File: src/rtl/btn_pkg.sv
// Shared constants for the washer front-panel button conditioner: parameter defaults,
// channel index map and a counter-width helper.
package btn_pkg;

    localparam int BTN_DEBOUNCE_DEF = 4;
    localparam int BTN_LONG_DEF     = 16;
    localparam int BTN_REPEAT_DEF   = 8;
    localparam int BTN_CHANNELS     = 5;

    localparam int BTN_RESET = 0;
    localparam int BTN_RUN   = 1;
    localparam int BTN_WATER = 2;
    localparam int BTN_OPEN  = 3;
    localparam int BTN_CLICK = 4;

    // Bits needed for a counter that must be able to hold the value maxCount.
    function automatic int ctrWidth(input int maxCount);
        return $clog2(maxCount + 1);
    endfunction

endpackage

File: src/rtl/btn_channel.sv
// One button channel: 2-flop synchroniser, counter debouncer, edge pulses and hold timer.
// Auto-repeat of the press pulse after a long press is built only with BTN_AUTOREPEAT_EN.
module btn_channel
    import btn_pkg::*;
#(
    parameter int DEBOUNCE_CYCLES = BTN_DEBOUNCE_DEF,
    parameter int LONG_CYCLES     = BTN_LONG_DEF,
    parameter int REPEAT_CYCLES   = BTN_REPEAT_DEF
) (
    input  logic clk,
    input  logic reset,
    input  logic btnRaw,
    output logic btnLevel,
    output logic btnPress,
    output logic btnRelease,
    output logic btnLong
);

    generate
        if (DEBOUNCE_CYCLES < 1 || LONG_CYCLES < 1 || REPEAT_CYCLES < 1) begin : gParamCheck
            $error("btn_channel: DEBOUNCE_CYCLES, LONG_CYCLES and REPEAT_CYCLES must all be >= 1");
        end
    endgenerate

    localparam int DW = ctrWidth(DEBOUNCE_CYCLES);
    localparam int HW = ctrWidth(LONG_CYCLES);
    localparam logic [DW-1:0] DEB_LAST = DW'(DEBOUNCE_CYCLES - 1);
    localparam logic [HW-1:0] HOLD_MAX = HW'(LONG_CYCLES);

    logic          sync1Reg, sync2Reg;
    logic [DW-1:0] debReg, debNext;
    logic          levelReg, levelNext;
    logic [HW-1:0] holdReg, holdNext;
    logic          pressReg, pressNext;
    logic          releaseReg, releaseNext;
    logic          longReg, longNext;
    logic          repeatFire;

    always_comb begin
        debNext   = debReg;
        levelNext = levelReg;
        // The level flips on the DEBOUNCE_CYCLES-th consecutive cycle of disagreement.
        if (sync2Reg == levelReg) begin
            debNext = '0;
        end else if (debReg == DEB_LAST) begin
            levelNext = ~levelReg;
            debNext   = '0;
        end else begin
            debNext = debReg + DW'(1);
        end

        holdNext = holdReg;
        if (!levelReg) begin
            holdNext = '0;
        end else if (holdReg != HOLD_MAX) begin
            holdNext = holdReg + HW'(1);
        end

        pressNext   = (levelNext & ~levelReg) | repeatFire;
        releaseNext = ~levelNext & levelReg;
        // Saturation makes this a one-shot until the level drops and clears the timer.
        longNext    = (holdNext == HOLD_MAX) && (holdReg != HOLD_MAX);
    end

`ifdef BTN_AUTOREPEAT_EN
    localparam int RW = ctrWidth(REPEAT_CYCLES);
    localparam logic [RW-1:0] REP_LAST = RW'(REPEAT_CYCLES - 1);

    logic [RW-1:0] repReg, repNext;

    always_comb begin
        repNext    = repReg;
        repeatFire = 1'b0;
        if (!levelReg) begin
            repNext = '0;
        end else if (holdReg == HOLD_MAX) begin
            if (repReg == REP_LAST) begin
                repNext    = '0;
                repeatFire = 1'b1;
            end else begin
                repNext = repReg + RW'(1);
            end
        end
    end

    always_ff @(posedge clk) begin
        if (reset) begin
            repReg <= '0;
        end else begin
            repReg <= repNext;
        end
    end
`else
    assign repeatFire = 1'b0;
`endif

    always_ff @(posedge clk) begin
        if (reset) begin
            sync1Reg   <= 1'b0;
            sync2Reg   <= 1'b0;
            debReg     <= '0;
            levelReg   <= 1'b0;
            holdReg    <= '0;
            pressReg   <= 1'b0;
            releaseReg <= 1'b0;
            longReg    <= 1'b0;
        end else begin
            sync1Reg   <= btnRaw;
            sync2Reg   <= sync1Reg;
            debReg     <= debNext;
            levelReg   <= levelNext;
            holdReg    <= holdNext;
            pressReg   <= pressNext;
            releaseReg <= releaseNext;
            longReg    <= longNext;
        end
    end

    assign btnLevel   = levelReg;
    assign btnPress   = pressReg;
    assign btnRelease = releaseReg;
    assign btnLong    = longReg;

endmodule

File: src/rtl/btn_conditioner.sv
// N independent button channels between the front-panel pads and the control FSMs.
// Define BTN_AUTOREPEAT_EN to add press auto-repeat after a long press.
module btn_conditioner
    import btn_pkg::*;
#(
    parameter int N               = BTN_CHANNELS,
    parameter int DEBOUNCE_CYCLES = BTN_DEBOUNCE_DEF,
    parameter int LONG_CYCLES     = BTN_LONG_DEF,
    parameter int REPEAT_CYCLES   = BTN_REPEAT_DEF
) (
    input  logic         clk,
    input  logic         reset,
    input  logic [N-1:0] btn_raw,
    output logic [N-1:0] btn_level,
    output logic [N-1:0] btn_press,
    output logic [N-1:0] btn_release,
    output logic [N-1:0] btn_long
);

    generate
        for (genvar gi = 0; gi < N; gi++) begin : gChannel
            btn_channel #(
                .DEBOUNCE_CYCLES (DEBOUNCE_CYCLES),
                .LONG_CYCLES     (LONG_CYCLES),
                .REPEAT_CYCLES   (REPEAT_CYCLES)
            ) uChannel (
                .clk        (clk),
                .reset      (reset),
                .btnRaw     (btn_raw[gi]),
                .btnLevel   (btn_level[gi]),
                .btnPress   (btn_press[gi]),
                .btnRelease (btn_release[gi]),
                .btnLong    (btn_long[gi])
            );
        end
    endgenerate

endmodule

File: config.mk
export PLATFORM = sky130hd
export DESIGN_NAME = btn_conditioner
export DESIGN_NICKNAME = d
export VERILOG_FILES = /design/src/rtl/btn_pkg.sv /design/src/rtl/btn_channel.sv /design/src/rtl/btn_conditioner.sv
export SDC_FILE = /design/constraint.sdc
export NUM_CORES = 1
export LEC_CHECK = 0
export BUFFER_PORTS_ARGS = -buffer_cell sky130_fd_sc_hd__buf_4
export CORE_MARGIN = 2
export CORE_UTILIZATION = 30
export CTS_CLUSTER_DIAMETER = 30
export CTS_CLUSTER_SIZE = 12
export DETAILED_ROUTE_END_ITERATION = 16
export HOLD_SLACK_MARGIN = 0.08
export PLACE_DENSITY_LB_ADDON = 0.15
export SKIP_LAST_GASP = 1
export SLEW_MARGIN = 10
export SYNTH_ARGS = -nofsm -noshare
export SYNTH_HDL_FRONTEND = slang
export SYNTH_SLANG_ARGS = --single-unit
File: constraint.sdc
create_clock -name clk -period 2.4 [get_ports clk]
set_clock_uncertainty 0.15 [all_clocks]
set_input_delay 0.24 -clock clk [delete_from_list [all_inputs] [get_ports clk]]
set_output_delay 0.24 -clock clk [all_outputs]
set_load 0.03 [all_outputs]
==> impl_metrics.yaml, run 1 <==
synth:
  ys_warn_count: 0
  seq_area_frac_synth_pct: 49.2
  ys_types: 24
  syn_nets: 311
  syn_area_per_cell_sq_um: 10.0
  synth_area_sq_um: 2850
  ys_ff_latch: 70
  synth_top_area_share_pct: 49.2
  synth.largest_area_cell: "dfxtp_1"
  synth_cells: 284
  synth_area_leaders: "dfxtp_1 (49%), ha_1 (8.8%), nor2_1 (6.2%), xnor2_1 (5.5%), buf_4 (5.3%)"
layout:
  fillers: 959
  finalNetCount: 330
  n_antenna_cell: 0
  layout-drive-gt1-share_pct: 15.3
  syn_to_final_growth_pct: 14.9
  final_cell_mix: "dfxtp_1 (70), nor2_1 (47), buf_4 (26)"
  final_common_cell: "dfxtp_1"
  design_area_sq_um: 3270
timing:
  whs_ps: 120
  tns_ps: 0
  slew_violations: 0
  min_period_over_period_pct: 64.2
  max_freq_mhz: 649
  report.final.hold_viol_count: 0
  slew_headroom_pct: 80.0
  fin_crit_ps: 1540
  max_slew.worst_pin.slew_ps: 301
  worst_slack_ps: 860
  finalSetupViolCount: 0
  rsz0062_at_grt: "false"
power:
  p_leak_nw: 1.21
  p_per_area_nw_per_um2: 637
  peakVddDrop_mv: 0.309
die:
  dieArea_sq_um: 10300
  core_area_sq_um: 9240
  die_h_um: 101
  io_pins: 27
  die_w_um: 101
  initial_core_util_pct: 30.8
  rows: 35
global_routing:
  antenna_found_initial: 0
  grt_max_degree: 31
  grt_use_met3_pct: 4.35
  use_met2_pct: 14.3
  grtUsageMet1_pct: 10.4
  grt_usage_pct: 9.02
  first_global_vias: 1669
  grt_pass1_wl_um: 7230
  busiest_layer: "met2"
  gr-total-overflow: 0
setup_path:
  criticalPathCategory: "reg -> reg"
  crit_path_start_kind: "register"
  r2r_end: "gChannel[0].uChannel.btnLong"
  cp_top_family: "simple AND/OR/NAND/NOR gates"
  path_cells: "inv_1 -> ha_1 -> and4bb_1 -> or2_1 -> a211oi_2"
  path_depth: 5
  slowest_stage: "dfxtp_1"
  cp.buffers_inverters: 1
  r2r_slack_ps: 860
  cp_max_fo: 4
  worstRegToRegCells: 5
  crit_path_max_incr_delay_ps: 370
  end_kind: "register"
  cp.required_ps: 2500
  r2r_start: "gChannel[0].uChannel.holdReg[0]"
  worstPathArrival_ps: 1640
detailed_routing:
  drt-pass1-iter-count: 3
  avgRoutedWirePerCell_um: 9.43
  wirelength_um: 4120
  viasPerCell: 3.99
  route.detailed.drc: 0
  drtIter0Drc: 18
  ant_nets: 0
  route.vias.total: 1743
worst_hold_path:
  min_path_type: "in -> reg"
  min_delay_worst_endpoint: "gChannel[2].uChannel.btnLevel"
  min_from: "reset"
  min_path_cells: 2
placement:
  hpwlAfterDp_um: 2940
  gp_congestion: 0.815
  dpl_worst_slack_ps: 868
  place_area_sq_um: 3040
  port-buffer-count: 26
clock_tree:
  clk_pin_slew_ps: 70
  cts_setup_buffers: 0
  tritoncts: "yes"
  root_buffer: "clkbuf_8"
  clk_latency_ps: 330
  htree_levels: 3
  post_cts_resize_count: 0
  cts_made_buffers: 9
  clkSinkCount: 70
  cts_buffer_depth: 2
outcome:
  status: "completed"
run:
  drv_cap: 0
## kinds of logic after synthesis
logic type / after synthesis / share of synthesized area (%)
simple gates: 110 / 21.1
flops: 70 / 49.2
buf+inv: 48 / 9.22
xor+xnor: 28 / 8.61
fa+ha+maj: 20 / 8.78
mux: 5 / 1.76
compound gates: 3 / 1.32
## flip-flops by register name, summed over array words and instances, names as in the netlist
| name | flops |
|---|---|
| gChannel.uChannel.sync2Reg | 5 |
| gChannel.uChannel.btnRelease | 5 |
| gChannel.uChannel.holdReg | 25 |
| gChannel.uChannel.btnLong | 5 |
| gChannel.uChannel.btnLevel | 5 |
| gChannel.uChannel.debReg | 15 |
| gChannel.uChannel.sync1Reg | 5 |
| gChannel.uChannel.btnPress | 5 |
## worst max path at each step
stage | start | end | slack (ps)
2_1_floorplan | gChannel[2].uChannel.holdReg[0] | gChannel[2].uChannel.btnLong | 960
3_3_place_gp | gChannel[0].uChannel.holdReg[0] | gChannel[0].uChannel.btnLong | 900
3_5_place_dp | gChannel[4].uChannel.holdReg[0] | gChannel[4].uChannel.btnLong | 870
4_1_cts | gChannel[4].uChannel.holdReg[0] | gChannel[4].uChannel.btnLong | 850
5_1_grt | gChannel[0].uChannel.holdReg[0] | gChannel[0].uChannel.btnLong | 740
6_report | gChannel[0].uChannel.holdReg[0] | gChannel[0].uChannel.btnLong | 860
## synth_stat cells
master    instances
nor3_1            5
buf_6             1
nor3b_1           5
or2_1             4
nor2b_1          10
clkbuf_1          2
nand3_1          15
xnor2_1          18
buf_4            20
and4bb_2          2
nor4bb_1          2
dfxtp_1          70
a211oi_2          3
and4bb_1          3
nand2b_1          5
nand3b_1          3
mux2i_1           5
or3b_1            3
or2_2             1
inv_1            25
ha_1             20
nor2_1           47
xor2_1           10
or3_1             5
## routing by layer
metal | vias up | part of all wire (%)
met5 | - | 0
met4 | 0 | 1.1
met3 | 4 | 5.0
met2 | 22 | 45
met1 | 787 | 49
li1 | 930 | -
## power by group
part	leakage, nW	internal (W)	total, W	switching, W
logic	0.548	0.0000212	0.0000359	0.0000147
clock network	0.0954	0.000457	0.000873	0.000416
registers	0.566	0.00117	0.00118	0.00000490
total	1.21	0.00165	0.00208	0.000435
## layout make-up
type	instances	area (sq um)	area share, %
multi-input combinational	166	1180	36.2
clock inverter	3	17.5	0.535
tap	129	161	4.93
sequential	70	1400	42.8
timing repair buffer	31	245	7.49
clock buffer	13	169	5.16
inverter	25	93.8	2.87
## stage by stage
step	instances	total power [W]	utilization (%)
floorplan	284	0.00122	-
global placement	416	0.00123	32.9
detailed placement	416	0.00123	32.9
CTS	437	0.00214	35.4
global route	437	0.00219	35.4
finish	437	0.00208	35.4
## repair_timing
action                                  4_1_cts  5_1_grt
hold buffers                                  5        0
endpoints found under the setup margin        0        0
hold endpoints to repair                      5        0
(Power assumes the default switching activity.)
==> run 2, diff against run 1 <==
Clock period 2.4 ns to 1.6 ns, I/O delays scaled along.
==> run 2 against run 1 <==
Critical path depth is the same. Maximum frequency is 2.2% higher. Global-route usage rose by 0.85 points. Core utilization increased by 0.58 points. Clock power increased by 42%. Critical path type unchanged. Via count rose by 0.86%. Flip-flop and latch count unchanged. Sequential power increased by 50%. Design area increased by 1.6%. Routed wire length up 3.8%. Non-clock buffer count grew 8.
==> impl_metrics.yaml, run 2 (synthesized netlist as in run 1, its figures left out) <==
setup_path:
  cp.buffers_inverters: 1
  criticalPathCategory: "reg -> reg"
  r2r_end: "gChannel[0].uChannel.btnLong"
  path_cells: "inv_1 -> ha_1 -> and4bb_1 -> or2_1 -> a211oi_2"
  r2r_start: "gChannel[0].uChannel.holdReg[0]"
  cp_top_family: "simple AND/OR/NAND/NOR gates"
  cp_max_fo: 4
  worstRegToRegCells: 5
  startpoint: "gChannel[0].uChannel.holdReg[0]"
  slowest_stage: "dfxtp_2"
  r2r_slack_ps: 90
  cp.required_ps: 1700
  crit_path_start_kind: "register"
  end_kind: "register"
  worstPathArrival_ps: 1610
  crit_path_max_incr_delay_ps: 350
power:
  power_w: 0.00307
  comb_power_share_pct: 2.1
  p_leak_nw: 1.24
  switchingPower_w: 0.000629
  p_int_w: 0.00244
  p_per_area_nw_per_um2: 921
  p_sw_share_pct: 20.5
  p_seq_share_pct: 57.6
  peakVddDrop_mv: 0.353
  clockPowerShare_pct: 40.3
die:
  core_area_sq_um: 9240
  dieArea_sq_um: 10300
  die_w_um: 101
  rows: 35
  io_pins: 27
  die_h_um: 101
  initial_core_util_pct: 30.8
clock_tree:
  clk_pin_slew_ps: 60
  cts_setup_buffers: 0
  cts_made_buffers: 9
  tritoncts: "yes"
  clk_latency_ps: 330
  cts_buffer_depth: 2
  htree_levels: 3
  root_buffer: "clkbuf_8"
  clkSinkCount: 70
detailed_routing:
  ant_nets: 0
  drt-pass1-iter-count: 2
  viasPerCell: 3.96
  avgRoutedWirePerCell_um: 9.63
  wirelength_um: 4280
  route.detailed.drc: 0
  drtIter0Drc: 21
  route.vias.total: 1758
global_routing:
  first_global_vias: 1772
  gr-total-overflow: 0
  grt_usage_pct: 9.87
  grt_max_degree: 22
  antenna_found_initial: 0
  grt_pass1_wl_um: 7880
layout:
  n_antenna_cell: 0
  finalNetCount: 338
  syn_to_final_growth_pct: 16.8
  largest_register_ffs: 25
  top_register: "gChannel.uChannel.holdReg"
  final_cells: 444
  final_common_cell: "dfxtp_1"
  fillers: 958
  final_cell_mix: "dfxtp_1 (66), nor2_1 (47), buf_4 (31)"
  reg_top3: "gChannel.uChannel.holdReg (25), gChannel.uChannel.debReg (15)"
  multi_input_area_sq_um: 1180
  layout-drive-gt1-share_pct: 16.8
  design_area_sq_um: 3330
  final-seq-area_sq_um: 1410
worst_hold_path:
  min_delay_worst_endpoint: "gChannel[3].uChannel.debReg[0]"
  min_path_cells: 1
  min_path_type: "reg -> reg"
  min_from: "gChannel[3].uChannel.debReg[0]"
placement:
  gp_congestion: 0.720
  place_area_sq_um: 3070
  dpl_worst_slack_ps: 63.3
  hpwlAfterDp_um: 3070
  place_inst: 421
  port-buffer-count: 26
timing:
  tns_ps: 0
  rsz0062_at_grt: "true"
  finalSetupViolCount: 0
  worst_slack_ps: 93.3
  max_slew.worst_pin.slew_ps: 250
  report.final.hold_viol_count: 0
  max_freq_mhz: 664
  fin_crit_ps: 1510
  slew_violations: 0
  min_period_over_period_pct: 94.2
  slew_headroom_pct: 83.3
outcome:
  status: "completed"
run:
  drv_cap: 0
-- run 2: worst max path at each step --
stage | to | slack, ps | cells past startpoint
floorplan | gChannel[2].uChannel.btnLong | 160 | 5
global placement | gChannel[2].uChannel.btnLong | 100 | 5
detailed placement | gChannel[0].uChannel.btnLong | 60 | 5
CTS | gChannel[0].uChannel.btnLong | 40 | 5
global route | gChannel[4].uChannel.btnLong | -5 | 5
finish | gChannel[0].uChannel.btnLong | 90 | 5
-- run 2: cell type report --
type / instances / share of cell area, %
Clock buffer: 14 / 4.89
Clock inverter: 1 / 0.150
Inverter: 25 / 2.82
Multi-Input combinational cell: 166 / 35.6
Sequential cell: 70 / 42.3
Tap cell: 129 / 4.85
Timing Repair Buffer: 39 / 9.40
-- run 2: metal layers --
metal | share of wire, % | wire length (um) | up-vias | global-route usage (%)
met4 | 2.0 | 86 | 0 | 4.99
met2 | 46 | 1960 | 23 | 14.9
li1 | - | - | 949 | -
met1 | 48 | 2050 | 779 | 12.3
met5 | 0 | 0 | - | 0
met3 | 4.2 | 181 | 7 | 3.73
-- run 2: through the flow --
step           hold slack, ps  util [%]
3_5_place_dp              226      33.3
2_1_floorplan             138         -
6_report                  267      36.0
3_3_place_gp              225      33.3
4_1_cts                   272      36.0
5_1_grt                   290      36.0
-- run 2: repair_timing --
item	4_1_cts	5_1_grt
hold buffers	8	0
hold endpoints to repair	15	0
resized for setup	0	4
setup endpoints to repair	0	5
-- run 2: power by group through the flow --
stage	sequential [W]	combinational (W)	clock [W]
floorplan	0.00180	0.0000308	0
global placement	0.00180	0.0000495	0
detailed placement	0.00181	0.0000504	0
CTS	0.00176	0.0000655	0.00132
global route	0.00177	0.0000733	0.00139
finish	0.00177	0.0000635	0.00124
-- run 2: worst reg2reg max path, delay by kind of cell, from the launching register on --
family | cells | cell delay [ps]
fa+ha+maj | 1 | 190
buf+inv | 1 | 70
flops | 1 | 350
compound gates | 1 | 190
simple gates | 2 | 480
